File: src/rtl/pipe_adder_n.sv
// Pipelined ripple-slice adder/subtractor with valid/ready flow control.
// Optional macro PIPE_ADDER_SAT_EN saturates the sum on signed overflow.
module pipe_adder_n #(
    parameter int unsigned WIDTH  = 16,
    parameter int unsigned STAGES = 2
) (
    input  logic             clk,
    input  logic             rst_n,
    input  logic             in_valid,
    output logic             in_ready,
    input  logic [WIDTH-1:0] x,
    input  logic [WIDTH-1:0] y,
    input  logic             cin,
    input  logic             sub,
    output logic             out_valid,
    input  logic             out_ready,
    output logic [WIDTH-1:0] sum,
    output logic             cout,
    output logic             ovf
);

    generate
        if (WIDTH < 2 || STAGES < 1 || STAGES > WIDTH || (WIDTH % STAGES) != 0) begin : g_bad_cfg
            $fatal(1, "pipe_adder_n: illegal WIDTH/STAGES combination");
        end
    endgenerate

    localparam int unsigned W = WIDTH / STAGES;

    // Per-stage state: valid, carry out of the slice just added, and skew copies
    // of the operands (y already inverted for subtract) plus the partial sum.
    logic [STAGES-1:0] vld_q, vld_d;
    logic [STAGES-1:0] c_q, c_d;
    logic [WIDTH-1:0]  xs_q [STAGES];
    logic [WIDTH-1:0]  xs_d [STAGES];
    logic [WIDTH-1:0]  ys_q [STAGES];
    logic [WIDTH-1:0]  ys_d [STAGES];
    logic [WIDTH-1:0]  ss_q [STAGES];
    logic [WIDTH-1:0]  ss_d [STAGES];
    logic              ovf_q, ovf_d;

    logic              stall;
    logic [WIDTH-1:0]  xi, yi, si;
    logic              ci;
    logic [W:0]        slice;
    logic              msb_cin;

    assign stall    = vld_q[STAGES-1] && !out_ready;
    assign in_ready = !stall;

    always_comb begin
        vld_d   = '0;
        c_d     = '0;
        xs_d    = '{default: '0};
        ys_d    = '{default: '0};
        ss_d    = '{default: '0};
        xi      = '0;
        yi      = '0;
        si      = '0;
        ci      = 1'b0;
        slice   = '0;
        msb_cin = 1'b0;
        ovf_d   = 1'b0;

        for (int k = 0; k < int'(STAGES); k++) begin
            if (k == 0) begin
                xi       = x;
                yi       = sub ? ~y : y;
                ci       = sub ? ~cin : cin;
                si       = '0;
                vld_d[k] = in_valid;
            end else begin
                xi       = xs_q[(k == 0) ? 0 : k - 1];
                yi       = ys_q[(k == 0) ? 0 : k - 1];
                ci       = c_q[(k == 0) ? 0 : k - 1];
                si       = ss_q[(k == 0) ? 0 : k - 1];
                vld_d[k] = vld_q[(k == 0) ? 0 : k - 1];
            end
            slice            = {1'b0, xi[k*W +: W]} + {1'b0, yi[k*W +: W]} + {{W{1'b0}}, ci};
            si[k*W +: W]     = slice[W-1:0];
            xs_d[k]          = xi;
            ys_d[k]          = yi;
            ss_d[k]          = si;
            c_d[k]           = slice[W];
        end

        // The loop leaves the final stage's operands in xi/yi/si; carry into the
        // MSB is recovered from the sum bit rather than a separate narrow add.
        msb_cin = xi[WIDTH-1] ^ yi[WIDTH-1] ^ si[WIDTH-1];
        ovf_d   = msb_cin ^ c_d[STAGES-1];

`ifdef PIPE_ADDER_SAT_EN
        if (ovf_d) begin
            ss_d[STAGES-1] = xi[WIDTH-1] ? {1'b1, {(WIDTH-1){1'b0}}}
                                         : {1'b0, {(WIDTH-1){1'b1}}};
        end
`endif
    end

    always_ff @(posedge clk or negedge rst_n) begin
        if (!rst_n) begin
            vld_q <= '0;
            c_q   <= '0;
            xs_q  <= '{default: '0};
            ys_q  <= '{default: '0};
            ss_q  <= '{default: '0};
            ovf_q <= 1'b0;
        end else if (!stall) begin
            vld_q <= vld_d;
            c_q   <= c_d;
            xs_q  <= xs_d;
            ys_q  <= ys_d;
            ss_q  <= ss_d;
            ovf_q <= ovf_d;
        end
    end

    assign out_valid = vld_q[STAGES-1];
    assign sum       = ss_q[STAGES-1];
    assign cout      = c_q[STAGES-1];
    assign ovf       = ovf_q;

endmodule

File: config.mk
export PLATFORM = sky130hd
export DESIGN_NAME = pipe_adder_n
export DESIGN_NICKNAME = d
export VERILOG_FILES = /design/src/rtl/pipe_adder_n.sv
export SDC_FILE = /design/constraint.sdc
export NUM_CORES = 1
export LEC_CHECK = 0
export CAP_MARGIN = 20
export CORE_MARGIN = 8
export CORE_UTILIZATION = 55
export CTS_BUF_LIST = sky130_fd_sc_hd__clkbuf_2 sky130_fd_sc_hd__clkbuf_4 sky130_fd_sc_hd__clkbuf_8
export DETAILED_ROUTE_END_ITERATION = 7
export PLACE_DENSITY = 0.87
export REMOVE_ABC_BUFFERS = 1
export SLEW_MARGIN = 20
export SYNTH_ARGS = -nofsm -noshare
export SYNTH_HDL_FRONTEND = slang
export SYNTH_SLANG_ARGS = --single-unit
File: constraint.sdc
create_clock -name clk -period 4.4 [get_ports clk]
set_input_delay 0.66 -clock clk [delete_from_list [all_inputs] [get_ports clk]]
set_output_delay 0.66 -clock clk [all_outputs]
set_load 0.05 [all_outputs]
### Word level (Yosys, flattened, before mapping)

Cells that the tools add are included.

| word-level totals | value |
|---|---|
| register bits | 61 |

| operators by class | value |
|---|---|
| add/sub/neg operators | 4 |
| muxes and demuxes | 2 |
| bitwise logic cells | 5 |
| reduce and logical (&&, ||, !) cells | 3 |

Operator list:

| cell | count |
|---|---|
| 8-bit by 8-bit adder with 9-bit output | 2 |
| 9-bit by 1-bit adder with 9-bit output | 2 |
| 16-bit two-way mux | 1 |
| 16-bit NOT | 1 |
| 1-bit bitwise XOR | 3 |
| 1-bit zero test | 2 |
| 1-bit logical AND | 1 |
| 1-bit two-way mux | 1 |
| 1-bit NOT | 1 |

### Depth between registers and ports, before layout

| logic depth | value |
|---|---|
| depth in word-level cells | 4 |
| depth in mapped cells | 11 |
| depth with buffers taken out | 9 |

### Worst setup path before layout

OpenSTA, ideal clock, no wires.

| timing | value |
|---|---|
| path kind | in2reg |
| start | in sub |
| end | reg c_q[0] |
| data arrival time | 2783 ps |
| required time | 4271 ps |
| setup slack | 1487 ps |
| cell stages on the path | 11 |
| buffers on the path | 2 |
| cells stage by stage | buf_2 buf_2 xor2_1 fa_1 inv_1 fa_1 nor2b_4 o21ai_2 a21oi_1 o31a_1 o41a_1 |

| between the ends | value |
|---|---|
| longest elaborated chain between the ends | 3 |
| elaborated cells on any way between the ends | 4 |

Ends and longest elaborated chain:

| item | line | RTL |
|---|---|---|
| start, declared | 14 | `input logic sub,` |
| 16-bit two-way mux | 68 | `yi = sub ? ~y : y;` |
| 8-bit by 8-bit adder with 9-bit output | 79 | `slice = {1'b0, xi[k*W +: W]} + {1'b0, yi[k*W +: W]} + {{W{1'b0}}, ci};` |
| 9-bit by 1-bit adder with 9-bit output * | 79 |  |
| end signal, assigned | 103 | `c_q <= '0;` |
| end signal, assigned | 110 | `c_q <= c_d;` |
| end, declared | 33 | `logic [STAGES-1:0] c_q, c_d;` |

Mark *: on every way between the ends. The rest lies on a longest branch, timed or not.
A chain may end at the register's enable or synchronous reset.

### Final worst setup path

Same ends and word-level chain as after synthesis.

==> out/metrics.cfg <==
[global_routing]
track_usage_pct=15.9
antenna_found_initial=0
gr-total-overflow=0
grt_pass1_vias=2051
grt_pass1_wl_um=9300
grt_max_degree=54

[clocking]
cts_max_path_buffers=2
cts.sinks=45
htreeDepth=2
path_clk_slew_ns=0.09
post_cts_resized=0
cts_buffers=5
clock_latency_ns=0.31
cts_tree=done
postCtsHoldBufs=0
clockRootBuffer=clkbuf_8
postCtsSetupBuffers=0

[yosys]
synth_xor_area_share_pct=9.63
synth_compound_area_share_pct=12.5
syn_avg_cell_area_um2=9.30
yosysWarnings=0
synthCells=264
ys_seq_area_share_pct=45.9
synth_top_family_by_area=simple AND/OR/NAND/NOR gates
synth-adder-area-share_pct=10.4
synth-simple-area-share_pct=17.9
synth_area_um2=2450
synth_cell_types=40
synth-seq-cells=45
synth_mux_area_share_pct=0.408

[timing]
finalSetupTns_ns=0
worst_slack_ns=1.37
fmax_mhz=330
rsz0062_at_grt=no
finalHoldViolations=0
slew_headroom_pct=63.2
slew_violations=0
finClkSkew_ns=0.0134
fin_crit_ns=3.03
worst_pin_slew_ns=0.551
setup_viol=0
post-route-period-util_pct=68.8

[floorplanning]
coreArea_um2=4320
ioPinCount=58
row_count=24
die_w_um=82.8
die_area_um2=6860
fp.dieH_um=82.8
initial_core_util_pct=56.8

[route]
drtIter0Drc=92
drc_errors=0
wl_per_cell_um=14.2
via_count=1959
ant_nets=0
wl_um=5280
vias_per_cell=5.27
first_pass_iters=4

[critical_path]
startpoint_type=input port
path_delay_family=compound AO/OA/AOI/OAI gates
cp_data_arrival_time_ns=3.21
cp.required_ns=4.58
crit_chain=clkdlybuf4s50_1, buf_4, xor2_1, fa_1, inv_1, fa_1, nor2b_4, o21ai_2, a21oi_1, o31a_1, o41a_1
critical_path_class=in2reg
end_kind=register
cp_common_cell=fa_1
max_stage_delay_ns=0.45
critPathSlowestCell=clkdlybuf4s50_1
critPathMaxFanout=17
critPathBufInv=3

[finish]
drive_gt1_share_pct=5.63
fill_cells=345
num-nets-final=375
diodes=0
area_delta_synth_final_pct=29.5

[power]
powerDensity_nw_per_um2=537
power_mw=1.71
vdd_drop_max_v=0.000265
power_leakage_nw=1.46

[placement]
gp_congestion=0.806
dp_hpwl_um=3860
place_ws_ns=1.06
io_buffers=57

[status]
status=finished clean

[worst_hold_path]
hp-class=in2async

[run]
maxCapViolCount=0

worst register-to-register path, cell delays in order (launching register included):
cell and delay [ns]:
dfrtp_1 0.40, fa_1 0.51, fa_1 0.44, nand3_1 0.12, nand2_1 0.09, a31oi_1 0.21
xor2_1 0.17, a21oi_1 0.08
final timing paths:
| kind | start | to | slack, ns | depth (start not counted) |
|---|---|---|---|---|
| hold reg to reg | vld_q[0] | vld_q[0] | 0.46 | 2 |
| setup / recovery | sub | c_q[0] | 1.37 | 11 |
| hold / removal | rst_n | sum[14] | 0.33 | 1 |
| min in group clk | vld_q[0] | vld_q[0] | 0.46 | 2 |
| max in group asynchronous | rst_n | sum[0] | 3.68 | 1 |
| setup reg to reg | c_q[0] | sum[14] | 2.27 | 7 |
cell families (layout without fill, tap and decap cells):
logic type / Yosys count / after routing
AO/OA/AOI/OAI: 50 / 50
multiplexers: 1 / 1
buffers and inverters: 19 / 75
XOR/XNOR: 27 / 27
AND/OR/NAND/NOR: 104 / 104
flip-flops: 45 / 45
adder cells (fa/ha/maj): 18 / 18
cells in the mapped netlist, drive strengths merged:
master	instances	share of area (%)
a31oi	1	0.26
a21oi	16	3.4
nand4	1	0.26
o21a	2	0.61
and3b	1	0.36
nand4b	1	0.36
nor2b	2	0.82
buf	8	1.6
fa	4	3.3
o31ai	1	0.31
o21ai	19	4.2
o31a	1	0.36
nand3	4	0.82
nor3b	1	0.31
o41a	1	0.46
mux2i	1	0.41
nand2	79	12
a221oi	1	0.36
inv	7	1.1
dfrtp	45	46
a2111oi	1	0.36
o211a	1	0.41
ha	14	7.1
a21o	3	0.92
nor4	1	0.26
nor3	1	0.20
a211oi	1	0.31
nor2	10	1.5
xor2	13	4.6
nand2b	1	0.26
o211ai	2	0.61
xnor2	14	5.0
clkbuf	4	0.61
and2	1	0.26
or4b	1	0.41
final cells by class:
cell class	count	area (um2)	area share [%]
multi-input cells	200	1260	39.5
flip-flops and latches	45	1130	35.4
repair buffers	60	591	18.6
clock buffers	6	76.3	2.40
well taps	52	65.1	2.05
clock inverters	2	38.8	1.22
inverters	7	26.3	0.826
where the power goes:
| group | internal [mW] | total [mW] | switching [mW] |
|---|---|---|---|
| clock network | 0.177 | 0.318 | 0.141 |
| registers | 0.531 | 0.597 | 0.0661 |
| logic | 0.300 | 0.791 | 0.491 |
state kept, by name, indices dropped and copies added (netlist names):
| signal | flops |
|---|---|
| vld_q | 2 |
| sum | 16 |
| xi | 8 |
| ovf | 1 |
| yi | 8 |
| si | 8 |
| c_q | 2 |
layout by cell type, fill, tap and decap left out, drive strengths merged, types with 2 or more instances in the layout:
master	instances
nor2b	2
o211ai	2
nand2	79
clkdlybuf4s50	56
dfrtp	45
buf	4
inv	7
ha	14
a21oi	16
nor2	10
xnor2	14
a21o	3
clkbuf	6
fa	4
o21ai	19
nand3	4
xor2	13
o21a	2
layer usage:
| metal | GRT usage (%) | share of wire [%] | up-vias |
|---|---|---|---|
| met3 | 6.35 | 6.7 | 10 |
| li1 | - | - | 984 |
| met5 | 0 | 0 | - |
| met4 | 5.27 | 1.7 | 0 |
| met2 | 26.7 | 50 | 53 |
| met1 | 18.0 | 42 | 912 |
metrics by stage:
stage	instances	utilization (%)	area, um2	hold slack [ns]
2_1_floorplan	252	-	2400	0.364
3_3_place_gp	364	70.8	3060	0.441
3_5_place_dp	364	70.8	3060	0.447
4_1_cts	372	73.5	3180	0.467
5_1_grt	372	73.5	3180	0.374
6_report	372	73.5	3180	0.330
Power figures use the tool's default switching activity.
